==> config.mk <==
export PLATFORM = sky130hd
export DESIGN_NAME = serial_subtractor_ctrl
export DESIGN_NICKNAME = d
export VERILOG_FILES = /design/src/rtl/serial_subtractor_ctrl.sv
export SDC_FILE = /design/constraint.sdc
export NUM_CORES = 1
export LEC_CHECK = 0
export ABC_CLOCK_PERIOD_IN_PS = 3790
export CORE_AREA = 3 3 65 67
export DETAILED_ROUTE_END_ITERATION = 12
export DIE_AREA = 0 0 68 70
export MAX_ROUTING_LAYER = met4
export PLACE_DENSITY = 0.74
export SYNTH_ARGS = -nofsm -noshare
export SYNTH_HDL_FRONTEND = slang
export SYNTH_SLANG_ARGS = --single-unit
==> constraint.sdc <==
create_clock -name clk -period 3.79 [get_ports clk]
set_input_delay 0.379 -clock clk [delete_from_list [all_inputs] [get_ports clk]]
set_output_delay 0.379 -clock clk [all_outputs]
set_load 0.02 [all_outputs]
==> src/rtl/serial_subtractor_ctrl.sv <==
// serial_subtractor_ctrl
//
// Bit-serial multi-bit subtract engine. Accepts an operand pair (a, b)
// through a valid/ready handshake, then walks the pair LSB first, one bit
// per clock, through two half-subtractor stages plus a borrow flip-flop.
// After WIDTH bits the result is presented to the consumer through a
// second valid/ready handshake.
//
// Ports:
//   clk         rising-edge clock
//   rst_n       synchronous active-low reset
//   in_valid    operand pair valid
//   in_ready    block can accept operands (high only in IDLE)
//   a           minuend, sampled on accept
//   b           subtrahend, sampled on accept
//   out_valid   result valid (high only in DONE)
//   out_ready   consumer accepts result
//   diff        (a - b) modulo 2^WIDTH
//   borrow_out  final borrow, 1 when a < b (unsigned)
//   zero        1 when diff == 0
//   busy        high while bits are being processed (RUN)

module serial_subtractor_ctrl #(
    parameter int WIDTH = 8
) (
    input  logic             clk,
    input  logic             rst_n,
    input  logic             in_valid,
    output logic             in_ready,
    input  logic [WIDTH-1:0] a,
    input  logic [WIDTH-1:0] b,
    output logic             out_valid,
    input  logic             out_ready,
    output logic [WIDTH-1:0] diff,
    output logic             borrow_out,
    output logic             zero,
    output logic             busy
);

    localparam int CNT_W = (WIDTH > 1) ? $clog2(WIDTH) : 1;

    typedef enum logic [1:0] {
        IDLE = 2'b00,
        RUN  = 2'b01,
        DONE = 2'b10
    } state_t;

    state_t state;
    state_t state_nxt;

    logic [WIDTH-1:0] a_sh;
    logic [WIDTH-1:0] b_sh;
    logic [WIDTH-1:0] r_sh;
    logic             br;
    logic [CNT_W-1:0] cnt;

    logic             d1;
    logic             br1;
    logic             d;
    logic             br2;
    logic [WIDTH-1:0] r_final;
    logic             last_bit;

    // Full-subtract cell for the current bit: first half-subtractor on the
    // operand bits, second on its difference and the stored borrow.
    // r_final is what r_sh becomes after this edge's shift, so on the last
    // bit it already holds the complete result.
    always_comb begin
        d1       = a_sh[0] ^ b_sh[0];
        br1      = ~a_sh[0] & b_sh[0];
        d        = d1 ^ br;
        br2      = ~d1 & br;
        r_final  = {d, r_sh[WIDTH-1:1]};
        last_bit = (cnt == CNT_W'(WIDTH - 1));
    end

    // State register.
    always_ff @(posedge clk) begin
        if (!rst_n) begin
            state <= IDLE;
        end else begin
            state <= state_nxt;
        end
    end

    // Next-state and handshake/status decode. Outputs are pure functions of
    // the state, so out_valid falls on the same edge that leaves DONE.
    // The spare encoding falls back to IDLE.
    always_comb begin
        state_nxt = state;
        in_ready  = 1'b0;
        busy      = 1'b0;
        out_valid = 1'b0;
        case (state)
            IDLE: begin
                in_ready = 1'b1;
                if (in_valid) begin
                    state_nxt = RUN;
                end
            end
            RUN: begin
                busy = 1'b1;
                if (last_bit) begin
                    state_nxt = DONE;
                end
            end
            DONE: begin
                out_valid = 1'b1;
                if (out_ready) begin
                    state_nxt = IDLE;
                end
            end
            default: begin
                state_nxt = IDLE;
            end
        endcase
    end

    // Operand/result shift registers, bit counter, borrow flip-flop and the
    // registered result. The result registers only change on the last bit,
    // so they stay stable through DONE and keep their value in IDLE.
    always_ff @(posedge clk) begin
        if (!rst_n) begin
            a_sh       <= '0;
            b_sh       <= '0;
            r_sh       <= '0;
            br         <= 1'b0;
            cnt        <= '0;
            diff       <= '0;
            borrow_out <= 1'b0;
            zero       <= 1'b0;
        end else begin
            case (state)
                IDLE: begin
                    if (in_valid) begin
                        a_sh <= a;
                        b_sh <= b;
                        br   <= 1'b0;
                        cnt  <= '0;
                    end
                end
                RUN: begin
                    a_sh <= a_sh >> 1;
                    b_sh <= b_sh >> 1;
                    r_sh <= r_final;
                    br   <= br1 | br2;
                    cnt  <= cnt + CNT_W'(1);
                    if (last_bit) begin
                        diff       <= r_final;
                        borrow_out <= br1 | br2;
                        zero       <= (r_final == '0);
                    end
                end
                default: begin
                end
            endcase
        end
    end

endmodule

---- Word level (Yosys, flattened, before mapping) ----
Index checks and enable logic that the tools add are counted.
word-level totals
  bits in registers ....................... 40
  latch bits .............................. 0
  RAM bits ................................ 0
  ROM bits ................................ 0
  input port bits ......................... 20
  output and inout bits ................... 13
  logic and storage cells ................. 44
  memories kept ........................... 0
cells by class
  add/sub/neg operators ................... 1
  $mul .................................... 0
  div/mod/pow operators ................... 0
  magnitude comparators ................... 0
  equality and inequality tests ........... 6
  shifts and indexed selects .............. 0
  multiplexer cells ....................... 15
  bitwise gates (word level) .............. 7
  reductions and logical operators ........ 6
operators with widths
  cell                                                             number
  8-bit one-hot mux with 2 select lines                            2
  8-bit 2-to-1 mux                                                 2
  8-bit logical NOT                                                1
  2-bit 2-to-1 mux                                                 3
  2-bit != test, second input constant                             3
  2-bit one-hot mux with 3 select lines                            1
  3-bit one-hot mux with 2 select lines                            1
  1-bit 2-to-1 mux                                                 4
  2-bit AND reduction                                              2
  3-bit by 1-bit adder with 3-bit output, second input constant    1
  3-bit == test, second input constant                             1
  3-bit 2-to-1 mux                                                 1
  3-bit AND reduction                                              1
  1-bit bitwise AND                                                2
  2-bit by 1-bit == test with 1-bit output, second input constant  1
  2-bit == test, second input constant                             1
  2-bit logical NOT                                                1
  1-bit NOT                                                        2
  1-bit one-hot mux with 2 select lines                            1
  2-bit nonzero test                                               1
  1-bit XOR                                                        2
  1-bit OR                                                         1

---- Longest topological paths before layout ----
  word-level depth ........................ 5
  mapped depth ............................ 6
  gate-level depth less buffers ........... 5

---- Least setup slack after synthesis ----
Ideal clock, no wire load.
  path type ............................... register to output
  start point ............................. register state[1]
  end point ............................... output port out_valid
  arrival ................................. 984 ps
  data required time ...................... 3411 ps
  path slack .............................. 2427 ps
  stages on the path, launching flop included .. 5
  cells stage by stage .................... dfxtp_1 > buf_6 > inv_4 > buf_4 > nor2_1
between the ends
  word-level cells in the longest chain between the ends .. 2
ends and longest elaborated chain
  what                    RTL line  text
  from (decl)             48        state_t state;
  from (signal assigned)  82        state <= state_nxt;
  2-bit == test           94        case (state)
  1-bit 2-to-1 mux        94
  to (decl)               32        output logic out_valid,
Every way passes these cells.

---- Worst setup path in the final report ----
  start point ............................. register state[1]
  end point ............................... output port busy
between the ends
  word-level cells in the longest chain between the ends .. 2
ends and longest elaborated chain
  what                                      RTL line  text
  2-bit by 1-bit == test with 1-bit output  94
  1-bit 2-to-1 mux                          94
  to (decl)                                 37        output logic busy
Every way passes these cells.

==> run metrics <==
Max-slew headroom 0.338; outcome finished, final reports clean; mux contribution to synthesized area 0.0111; number of flops mapped to enable cells by yosys 0; final worst-path cycle share 0.705; CP Cell Sequence nand2b_4, inv_1, clkdlybuf4s50_1; max_cap viols 0; final hold violations 0; H-tree levels 2; Cell Area, Synth about 1800 um^2; Synth Area in Adders 0.0249; Worst-Skew Late Latency slightly below 0.3 ns; DRC viols 0; Initial Utilization 0.489; VDD IR max 0.198 mV; Total Routing Usage GR 0.179; post-synthesis sequential area ratio 0.432; routed len/inst between 10 and 15 um; Post-Place Cells 260; NumNets Final 242; CTS Buf Count 5; hold buffers post-CTS 0; Post-Synthesis Cells 195; area leader, netlist dfxtp_1; Clock transition at path regs 0.07 ns; largest net degree at the start of global routing 32; most frequent cell after synthesis dfxtp_1; post-synth top area share 0.432; layout cells sized above 1 0.0500; Cell Count, Final, Fillers Out 268; slowest cell delay on critical path 0.76 ns; Crit path arrival time about 2.3 ns; crit path time final between 2 and 3 ns; Post-synth top cells 39 x dfxtp_1, 32 x nand2_1, 14 x a21oi_1, 14 x o221ai_1, 12 x or3b_1; Worst Setup Path Type reg -> out; die area roughly 4800 um^2; warnings from Yosys 0; Final setup viols 0; vias per inst around 5.5; Core Box Area about 3700 um^2; CTS tree built; Crit. End Element primary output; Synth Area in Compound Gates 0.257; clk_skew about 0.0047 ns; Slowest-stage cell, CP dfxtp_1; routability congestion estimate from global placement 0.802; Final TNS setup 0 ns; DR vias approximately 1500; syn_nets 218; # rows 22; post-synthesis xor/xnor area fraction 0; routed wire length ~3700 um; Pins Over Slew Limit 0; number of synthesized register bits 39; initial DRC count 97; Syn-to-layout area delta 19.8%; chip height 70 um; power per standard cell area approximately 370 nW/um^2; Worst-Margin Slew between 0.9 and 1 ns; largest family of logic cells by synthesized area compound AO/OA/AOI/OAI gates; drt pass-1 iters 4; DIE WIDTH 68 um; ys flop type dfxtp_1; postcts setup bufs 0; fmax 374 MHz; initial antenna violation count 0; CTS max path bufs 2; CP Max Fanout 23; Post-Synth Simple-Gate Area 0.198; grt ovf 0; final hold slack approximately 0.45 ns; Final HPWL DP roughly 2500 um; Port Buffers 32; FFs w/ async S/R, synth 0; ANT cells 0; first-pass GRT wire length roughly 6500 um; Avg Synthesized Cell Area roughly 9 um^2; Antenna Nets Post-Route 0; cts repair resizes 0; root buf cell clkbuf_8; vias in the first global route 1430; Yosys cell types 37; P_leak about 0.0008 uW; Worst setup SP type flip-flop; CP required between 3 and 4 ns; Hold WC Path Type reg -> reg; RSZ-0062 raised after global routing false; io pins 33; largest cells by area after synthesis dfxtp_1 43%, o221ai_1 6.8%, nand2_1 6.7%, or3b_1 5.8%, a21oi_1 3.9%; clock tree sinks 39
==> cell usage in the layout (no fill, tap or decap), drive strengths merged, types with 2 or more instances in the layout <==
cell type / netlist / layout
nand2b: 2 / 2
o22ai: 2 / 2
clkbuf: 4 / 7
or3b: 12 / 12
nor4: 2 / 2
a21oi: 14 / 14
mux2i: 2 / 2
a21boi: 15 / 15
nand2: 32 / 32
nor2: 2 / 2
a32o: 2 / 2
ha: 2 / 2
clkdlybuf4s50: 0 / 32
nor2b: 6 / 6
a22oi: 2 / 2
a22o: 2 / 2
dfxtp: 39 / 39
o221ai: 14 / 14
inv: 6 / 6
o21ai: 12 / 12
==> report_power, final <==
| group | switching (uW) | total, uW | leakage (uW) | internal (uW) |
|---|---|---|---|---|
| registers | 16.5 | 445 | 0.000319 | 428 |
| clock network | 136 | 265 | 0.0000422 | 129 |
| logic | 45.2 | 96.5 | 0.000439 | 51.2 |
| total | 197 | 806 | 0.000800 | 609 |
==> per-layer routing <==
metal | GRT usage | part of all wire
met1 | 0.232 | 0.49
met3 | 0.0531 | 0.040
met5 | - | 0
met4 | 0.0728 | 0.019
met2 | 0.259 | 0.45
==> critical path, delay by kind of cell (launching register included) <==
family / cells / cell delay (ns)
buffers and inverters: 2 / 0.82
and+or+nand+nor: 1 / 0.42
DFF: 1 / 0.76
==> sequential cells by signal, summed over array words and instances (netlist names) <==
signal      flops
diff            8
r_sh            7
br              1
state           2
borrow_out      1
a_sh            8
cnt             3
b_sh            8
zero            1
==> kinds of logic (layout without fill, tap and decap cells) <==
logic type | Yosys count | after routing
AOI/OAI and AO/OA | 67 | 67
adders and majority gates | 3 | 3
buffers and inverters | 22 | 47
DFF | 39 | 39
muxes | 2 | 2
and+or+nand+nor | 62 | 62
==> per-stage QoR <==
stage / utilization / power, uW / worst slack (ns) / cell area [um^2]
2_1_floorplan: - / 517 / 2.43 / 1810
3_3_place_gp: 0.564 / 548 / 1.48 / 2080
3_5_place_dp: 0.564 / 550 / 1.46 / 2080
4_1_cts: 0.586 / 814 / 1.13 / 2160
5_1_grt: 0.586 / 848 / 0.972 / 2160
6_report: 0.586 / 806 / 1.12 / 2160
==> area by class of cell <==
type	count	area, um^2
clock inverters	1	5.00
repair buffers	33	328
well taps	48	60.1
multi-input cells	134	887
inverters	6	25.0
fillers	366	1530
clock buffers	7	76.3
flip-flops and latches	39	781
==> worst paths after layout <==
| kind | from | endpoint | slack, ns | depth (start not counted) |
|---|---|---|---|---|
| max reg2reg | state[1] | cnt[2] | 1.97 | 4 |
| max | state[1] | busy | 1.12 | 3 |
| min reg2reg | diff[6] | diff[6] | 0.45 | 2 |
| min | diff[6] | diff[6] | 0.45 | 2 |
Power figures use the tool's default switching activity.
